$ cat config.mk
export PLATFORM = sky130hd
export DESIGN_NAME = spatz_issue_ctrl
export DESIGN_NICKNAME = d
export VERILOG_FILES = /design/src/rtl/spatz_pkg.sv /design/src/rtl/spatz_issue_fifo.sv /design/src/rtl/spatz_issue_ctrl.sv
export SDC_FILE = /design/constraint.sdc
export NUM_CORES = 1
export LEC_CHECK = 0
export BUFFER_PORTS_ARGS = -buffer_cell sky130_fd_sc_hd__buf_2
export CAP_MARGIN = 20
export CORE_ASPECT_RATIO = 0.8
export CORE_MARGIN = 2
export CORE_UTILIZATION = 49
export CTS_CLUSTER_SIZE = 12
export DETAILED_ROUTE_END_ITERATION = 12
export GPL_TIMING_DRIVEN = 0
export PLACE_DENSITY = 0.79
export SYNTH_ARGS = -nofsm -noshare
export SYNTH_HDL_FRONTEND = slang
export SYNTH_SLANG_ARGS = --single-unit
export TNS_END_PERCENT = 100
$ cat constraint.sdc
create_clock -name clk_i -period 4.8 [get_ports clk_i]
set_input_delay 0.24 -clock clk_i [delete_from_list [all_inputs] [get_ports clk_i]]
set_output_delay 0.24 -clock clk_i [all_outputs]
set_load 0.005 [all_outputs]
$ cat src/rtl/spatz_pkg.sv
// Shared types for the Spatz issue path: decoder request/response, decoded request,
// plus the issue FSM state and the buffered instruction entry.
package spatz_pkg;

  localparam int unsigned ELEN         = 32;
  localparam int unsigned IssueIdWidth = 5;

  typedef enum logic [2:0] {
    OP_NONE,
    VADD,
    VSUB,
    VAND,
    VOR,
    VXOR
  } op_e;

  typedef struct packed {
    op_e             op;
    logic [4:0]      vd;
    logic [4:0]      vs1;
    logic [4:0]      vs2;
    logic [ELEN-1:0] rs1;
    logic [ELEN-1:0] rs2;
  } spatz_req_t;

  typedef struct packed {
    logic [31:0]     instr;
    logic [ELEN-1:0] rs1;
    logic [ELEN-1:0] rs2;
  } decoder_req_t;

  typedef struct packed {
    spatz_req_t spatz_req;
    logic       instr_illegal;
  } decoder_rsp_t;

  typedef enum logic [1:0] {
    IDLE,
    DISPATCH,
    REJECT
  } issue_state_e;

  typedef struct packed {
    logic [31:0]             instr;
    logic [ELEN-1:0]         rs1;
    logic [ELEN-1:0]         rs2;
    logic [IssueIdWidth-1:0] id;
  } issue_entry_t;

endpackage

$ cat src/rtl/spatz_issue_fifo.sv
// Instruction buffer for the issue controller: power-of-two depth, synchronous active-high
// reset, full/empty derived from an extra pointer MSB.
module spatz_issue_fifo #(
  parameter int unsigned Depth = 4,
  parameter type         T     = logic
) (
  input  logic clk_i,
  input  logic rst_i,
  input  logic push_i,
  input  T     data_i,
  input  logic pop_i,
  output T     data_o,
  output logic full_o,
  output logic empty_o
);

  localparam int unsigned AddrW = $clog2(Depth);

  logic [AddrW:0] wr_ptr_q, rd_ptr_q;
  T               mem_q [Depth];

  assign empty_o = (wr_ptr_q == rd_ptr_q);
  assign full_o  = (wr_ptr_q[AddrW] != rd_ptr_q[AddrW]) &&
                   (wr_ptr_q[AddrW-1:0] == rd_ptr_q[AddrW-1:0]);
  assign data_o  = mem_q[rd_ptr_q[AddrW-1:0]];

  // Storage is not reset; only the pointers define which entries are live.
  always_ff @(posedge clk_i) begin
    if (rst_i) begin
      wr_ptr_q <= '0;
      rd_ptr_q <= '0;
    end else begin
      if (push_i && !full_o) begin
        mem_q[wr_ptr_q[AddrW-1:0]] <= data_i;
        wr_ptr_q <= wr_ptr_q + (AddrW+1)'(1);
      end
      if (pop_i && !empty_o) begin
        rd_ptr_q <= rd_ptr_q + (AddrW+1)'(1);
      end
    end
  end

endmodule

$ cat src/rtl/spatz_issue_ctrl.sv
// Requester side of the Spatz decoder interface: buffers core issues, decodes one at a time,
// forwards legal requests and answers the core in order. SPATZ_ISSUE_PERF_EN adds counters.
module spatz_issue_ctrl
  import spatz_pkg::*;
#(
  parameter int unsigned IssueDepth = 4,
  parameter int unsigned IdWidth    = IssueIdWidth
) (
  input  logic               clk_i,
  input  logic               rst_i,
  input  logic               issue_valid_i,
  output logic               issue_ready_o,
  input  logic [31:0]        issue_instr_i,
  input  logic [ELEN-1:0]    issue_rs1_i,
  input  logic [ELEN-1:0]    issue_rs2_i,
  input  logic [IdWidth-1:0] issue_id_i,
  output decoder_req_t       decoder_req_o,
  output logic               decoder_req_valid_o,
  input  decoder_rsp_t       decoder_rsp_i,
  input  logic               decoder_rsp_valid_i,
  output spatz_req_t         spatz_req_o,
  output logic               spatz_req_valid_o,
  input  logic               spatz_req_ready_i,
  output logic               rsp_valid_o,
  input  logic               rsp_ready_i,
  output logic               rsp_illegal_o,
  output logic [IdWidth-1:0] rsp_id_o
`ifdef SPATZ_ISSUE_PERF_EN
  ,
  output logic [31:0]        cnt_issued_o,
  output logic [31:0]        cnt_illegal_o
`endif
);

  issue_state_e       state_q, state_d;
  spatz_req_t         spatz_req_q, spatz_req_d;
  logic [IdWidth-1:0] id_q, id_d;
  logic               req_done_q, req_done_d;
  logic               rsp_done_q, rsp_done_d;

  issue_entry_t push_entry, head;
  logic         full, empty, pop;

  assign push_entry = '{instr: issue_instr_i, rs1: issue_rs1_i, rs2: issue_rs2_i,
                        id: IssueIdWidth'(issue_id_i)};

  spatz_issue_fifo #(
    .Depth (IssueDepth),
    .T     (issue_entry_t)
  ) i_fifo (
    .clk_i   (clk_i),
    .rst_i   (rst_i),
    .push_i  (issue_valid_i & ~full),
    .data_i  (push_entry),
    .pop_i   (pop),
    .data_o  (head),
    .full_o  (full),
    .empty_o (empty)
  );

  assign issue_ready_o = ~full;
  assign decoder_req_o = '{instr: head.instr, rs1: head.rs1, rs2: head.rs2};
  assign spatz_req_o   = spatz_req_q;
  assign rsp_id_o      = id_q;

  always_comb begin
    state_d             = state_q;
    spatz_req_d         = spatz_req_q;
    id_d                = id_q;
    req_done_d          = req_done_q;
    rsp_done_d          = rsp_done_q;
    pop                 = 1'b0;
    decoder_req_valid_o = 1'b0;
    spatz_req_valid_o   = 1'b0;
    rsp_valid_o         = 1'b0;
    rsp_illegal_o       = 1'b0;
    unique case (state_q)
      IDLE: begin
        decoder_req_valid_o = ~empty;
        if (!empty && decoder_rsp_valid_i) begin
          pop         = 1'b1;
          spatz_req_d = decoder_rsp_i.spatz_req;
          id_d        = IdWidth'(head.id);
          state_d     = decoder_rsp_i.instr_illegal ? REJECT : DISPATCH;
        end
      end
      REJECT: begin
        rsp_valid_o   = 1'b1;
        rsp_illegal_o = 1'b1;
        if (rsp_ready_i) state_d = IDLE;
      end
      DISPATCH: begin
        // Request and response complete independently; leave once both are done.
        spatz_req_valid_o = ~req_done_q;
        rsp_valid_o       = ~rsp_done_q;
        req_done_d        = req_done_q | (spatz_req_valid_o & spatz_req_ready_i);
        rsp_done_d        = rsp_done_q | (rsp_valid_o & rsp_ready_i);
        if (req_done_d && rsp_done_d) begin
          state_d    = IDLE;
          req_done_d = 1'b0;
          rsp_done_d = 1'b0;
        end
      end
      default: state_d = IDLE;
    endcase
  end

  always_ff @(posedge clk_i) begin
    if (rst_i) begin
      state_q     <= IDLE;
      spatz_req_q <= '0;
      id_q        <= '0;
      req_done_q  <= 1'b0;
      rsp_done_q  <= 1'b0;
    end else begin
      state_q     <= state_d;
      spatz_req_q <= spatz_req_d;
      id_q        <= id_d;
      req_done_q  <= req_done_d;
      rsp_done_q  <= rsp_done_d;
    end
  end

`ifdef SPATZ_ISSUE_PERF_EN
  logic [31:0] cnt_issued_q, cnt_illegal_q;

  always_ff @(posedge clk_i) begin
    if (rst_i) begin
      cnt_issued_q  <= '0;
      cnt_illegal_q <= '0;
    end else begin
      if (spatz_req_valid_o && spatz_req_ready_i) cnt_issued_q <= cnt_issued_q + 32'd1;
      if (state_q == REJECT && rsp_ready_i) cnt_illegal_q <= cnt_illegal_q + 32'd1;
    end
  end

  assign cnt_issued_o  = cnt_issued_q;
  assign cnt_illegal_o = cnt_illegal_q;
`endif

endmodule

==> flow_metrics.env <==
export IMPL_status="finished clean"
export IMPL_grt_use_total_pct=25.2
export IMPL_power_w=0.0118
export IMPL_syn_instance_count=1079
export IMPL_rsz0062_at_grt="false"
export IMPL_cp_common_cell="clkbuf_1"
export IMPL_grt_pass1_wl_mm=75.9
export IMPL_root_buffer="clkbuf_16"
export IMPL_gp_congestion=0.913
export IMPL_crit_chain="clkbuf_1 > clkbuf_1 > mux4_2 > buf_4 > buf_2"
export IMPL_first_pass_iters=5
export IMPL_dieArea_um2=40200
export IMPL_core_um2=38200
export IMPL_ys_warnings_count=0
export IMPL_clockBufferDepth=3
export IMPL_fillers=2487
export IMPL_wl_per_cell_um=22.8
export IMPL_drv_slew=0
export IMPL_tightest_slew_ns=0.931
export IMPL_slew_headroom_pct=38.0
export IMPL_io_pins=378
export IMPL_final_common_cell="edfxtp_1"
export IMPL_post_cts_setup_buffer_count=0
export IMPL_worst_setup_path_start_kind="flop"
export IMPL_die_w_um=224
export IMPL_combPwrFrac_pct=26.9
export IMPL_ys_ff_latch=503
export IMPL_cts_tree="yes"
export IMPL_cts_sink_count=503
export IMPL_place_hpwl_mm=30.5
export IMPL_setup_violations=0
export IMPL_final_area_um2=24900
export IMPL_clk_pin_slew_ns=0.06
export IMPL_most_common_layout_cells="404 x edfxtp_1, 394 x buf_2, 186 x dlygate4sd3_1, 178 x nand2_1, 101 x mux4_2"
export IMPL_antenna_found_initial=3
export IMPL_hold_viol=0
export IMPL_ys_types=31
export IMPL_insertion_delay_ns=0.57
export IMPL_drt_initial_drc_count=954
export IMPL_vdd_drop_max_mv=0.309
export IMPL_initial_core_util_pct=49.6
export IMPL_fin_nets=1898
export IMPL_min_path_type="in -> reg"
export IMPL_grt_pass1_vias=12734
export IMPL_internal_power_w=0.00856
export IMPL_grt_overflow=0
export IMPL_p_seq_share_pct=43.6
export IMPL_place_area_um2=21700
export IMPL_swShare_pct=27.5
export IMPL_yosysSeqAreaShare_pct=74.5
export IMPL_cap_violations=0
export IMPL_port_buffers=376
export IMPL_drc_errors=0
export IMPL_cts_buffers=49
export IMPL_p_sw_w=0.00324
export IMPL_endpoint_kind="output port"
export IMPL_arrival_ns=2.93
export IMPL_die_h_um=180
export IMPL_worstPathMaxFanout=10
export IMPL_syn_area_um2=18900
export IMPL_cts_max_level=2
export IMPL_area_delta_synth_final_pct=31.7
export IMPL_drive_above_1_share_pct=38.9
export IMPL_critPathRequiredTime_ns=4.56
export IMPL_vias=11878
export IMPL_p_per_area_nw_per_um2=473
export IMPL_viasPerCell=5.35
export IMPL_fmaxAchievable_mhz=315
export IMPL_grt_max_degree=40
export IMPL_finalCritPeriodShare_pct=66.1
export IMPL_p_clk_share_pct=29.5
export IMPL_ant_nets=0
export IMPL_leakage_nw=9.25
export IMPL_worstSetupPathType="reg -> out"
export IMPL_skew_ns=0.0209
export IMPL_num_rows=64
export IMPL_synth_nets=1277
export IMPL_crit_slowest_cell="clkbuf_1"
export IMPL_routed_wl_mm=50.6
export IMPL_timing_final_crit_period_ns=3.17
export IMPL_timing_hold_ws_ns=0.108
export IMPL_critPathMaxStageDelay_ns=0.70
export IMPL_synth_area_per_cell_um2=17.5
## repair_timing
action,in CTS,in global routing
endpoints found under the setup margin,0,0
hold buffers,186,0
endpoints found under the hold margin,490,0
gates resized for setup,0,0
## cell usage after synthesis (all sizes together)
master | count | area, um2
nor3 | 3 | 15.0
nor2b | 1 | 6.26
xnor2 | 3 | 26.3
o311a | 1 | 10.0
or3 | 2 | 12.5
inv | 7 | 26.3
o21a | 2 | 15.0
a21boi | 1 | 7.51
mux4 | 101 | 2270
edfxtp | 404 | 12100
ha | 8 | 100
nand2b | 3 | 18.8
clkbuf | 28 | 105
o22ai | 2 | 12.5
o21ai | 1 | 5.00
a221o | 1 | 10.0
mux2i | 3 | 30.0
o311ai | 2 | 35.0
nor2 | 6 | 22.5
buf | 120 | 863
xor2 | 4 | 50.1
dfxtp | 99 | 1980
a21oi | 92 | 460
o31ai | 2 | 15.0
and3 | 4 | 25.0
nand3b | 1 | 7.51
nand2 | 178 | 668
## metrics by stage
stage | cells | TNS, ns | utilization, % | worst slack [ns]
floorplan | 1079 | 0 | - | 0.791
global placement | 1950 | -505.58 | 56.1 | -1.27
detailed placement | 1958 | 0 | 56.7 | 1.79
CTS | 2218 | 0 | 65.3 | 1.56
global route | 2221 | 0 | 65.3 | 1.49
finish | 2221 | 0 | 65.3 | 1.63
## area by class of cell
cell class / instances / area (um2) / share of cell area, %
antenna: 3 / 7.51 / 0.0301
timing repair buffer: 570 / 3950 / 15.8
buffer: 148 / 968 / 3.88
tap: 495 / 619 / 2.48
multi-input combinational: 421 / 3850 / 15.4
clock buffer: 68 / 1350 / 5.43
inverter: 7 / 26.3 / 0.105
clock inverter: 6 / 53.8 / 0.216
sequential: 503 / 14100 / 56.6
## worst paths after layout
kind                              startpoint                              end  slack, ns  cells past startpoint
max                                     flop                decoder_req_o[94]       1.63                      5
max reg2reg  i_fifo.wr_ptr_q[0]$_SDFFE_PP0P_     i_fifo.mem_q[2][5]$_DFFE_PP_       1.76                      6
min                      decoder_rsp_valid_i  i_fifo.rd_ptr_q[2]$_SDFFE_PP0P_       0.11                      4
min reg2reg     spatz_req_o[20]$_SDFFE_PP0P_     spatz_req_o[20]$_SDFFE_PP0P_       0.45                      2
## state kept, by name, indices dropped and copies added, names as in the netlist, named ones only
| register | flops |
|---|---|
| rsp_done_q | 1 |
| i_fifo.mem_q | 404 |
| i_fifo.wr_ptr_q | 3 |
| spatz_req_o | 82 |
| req_done_q | 1 |
| rsp_id_o | 5 |
| i_fifo.rd_ptr_q | 3 |
| state_q | 2 |
## per-layer routing
layer / GRT usage (%) / vias to the layer above / wire length, um / part of all wire [%]
met5: 0.597 / - / 0 / 0
met4: 12.3 / 0 / 2580 / 5.1
met3: 6.49 / 136 / 4100 / 8.1
met2: 43.5 / 600 / 25200 / 50
met1: 29.5 / 5906 / 18700 / 37
li1: - / 5236 / - / -
## power groups by stage
stage / registers, W / clock network (W) / logic [W]
3_3_place_gp: 0.00522 / 0 / 0.00293
3_5_place_dp: 0.00522 / 0 / 0.00298
2_1_floorplan: 0.00523 / 0 / 0.00186
6_report: 0.00514 / 0.00348 / 0.00318
4_1_cts: 0.00513 / 0.00352 / 0.00313
5_1_grt: 0.00517 / 0.00371 / 0.00342
## logic make-up (layout without fill, tap and decap cells)
kind of cell	Yosys count	after routing	synth area share, %
adders and majority gates	8	8	0.529
xor gates and xnor gates	7	7	0.403
muxes	104	104	12.2
and+or+nand+nor	198	198	4.10
buffers and inverters	155	799	5.25
DFF	503	503	74.5
other	0	3	0
AOI/OAI and AO/OA	104	104	3.01
## critical path, delay by kind of cell, from the launching register on
family / cells / cell delay [ns]
buf+inv: 4 / 1.58
flops: 1 / 0.33
mux: 1 / 0.45
Power figures use the tool's default switching activity.
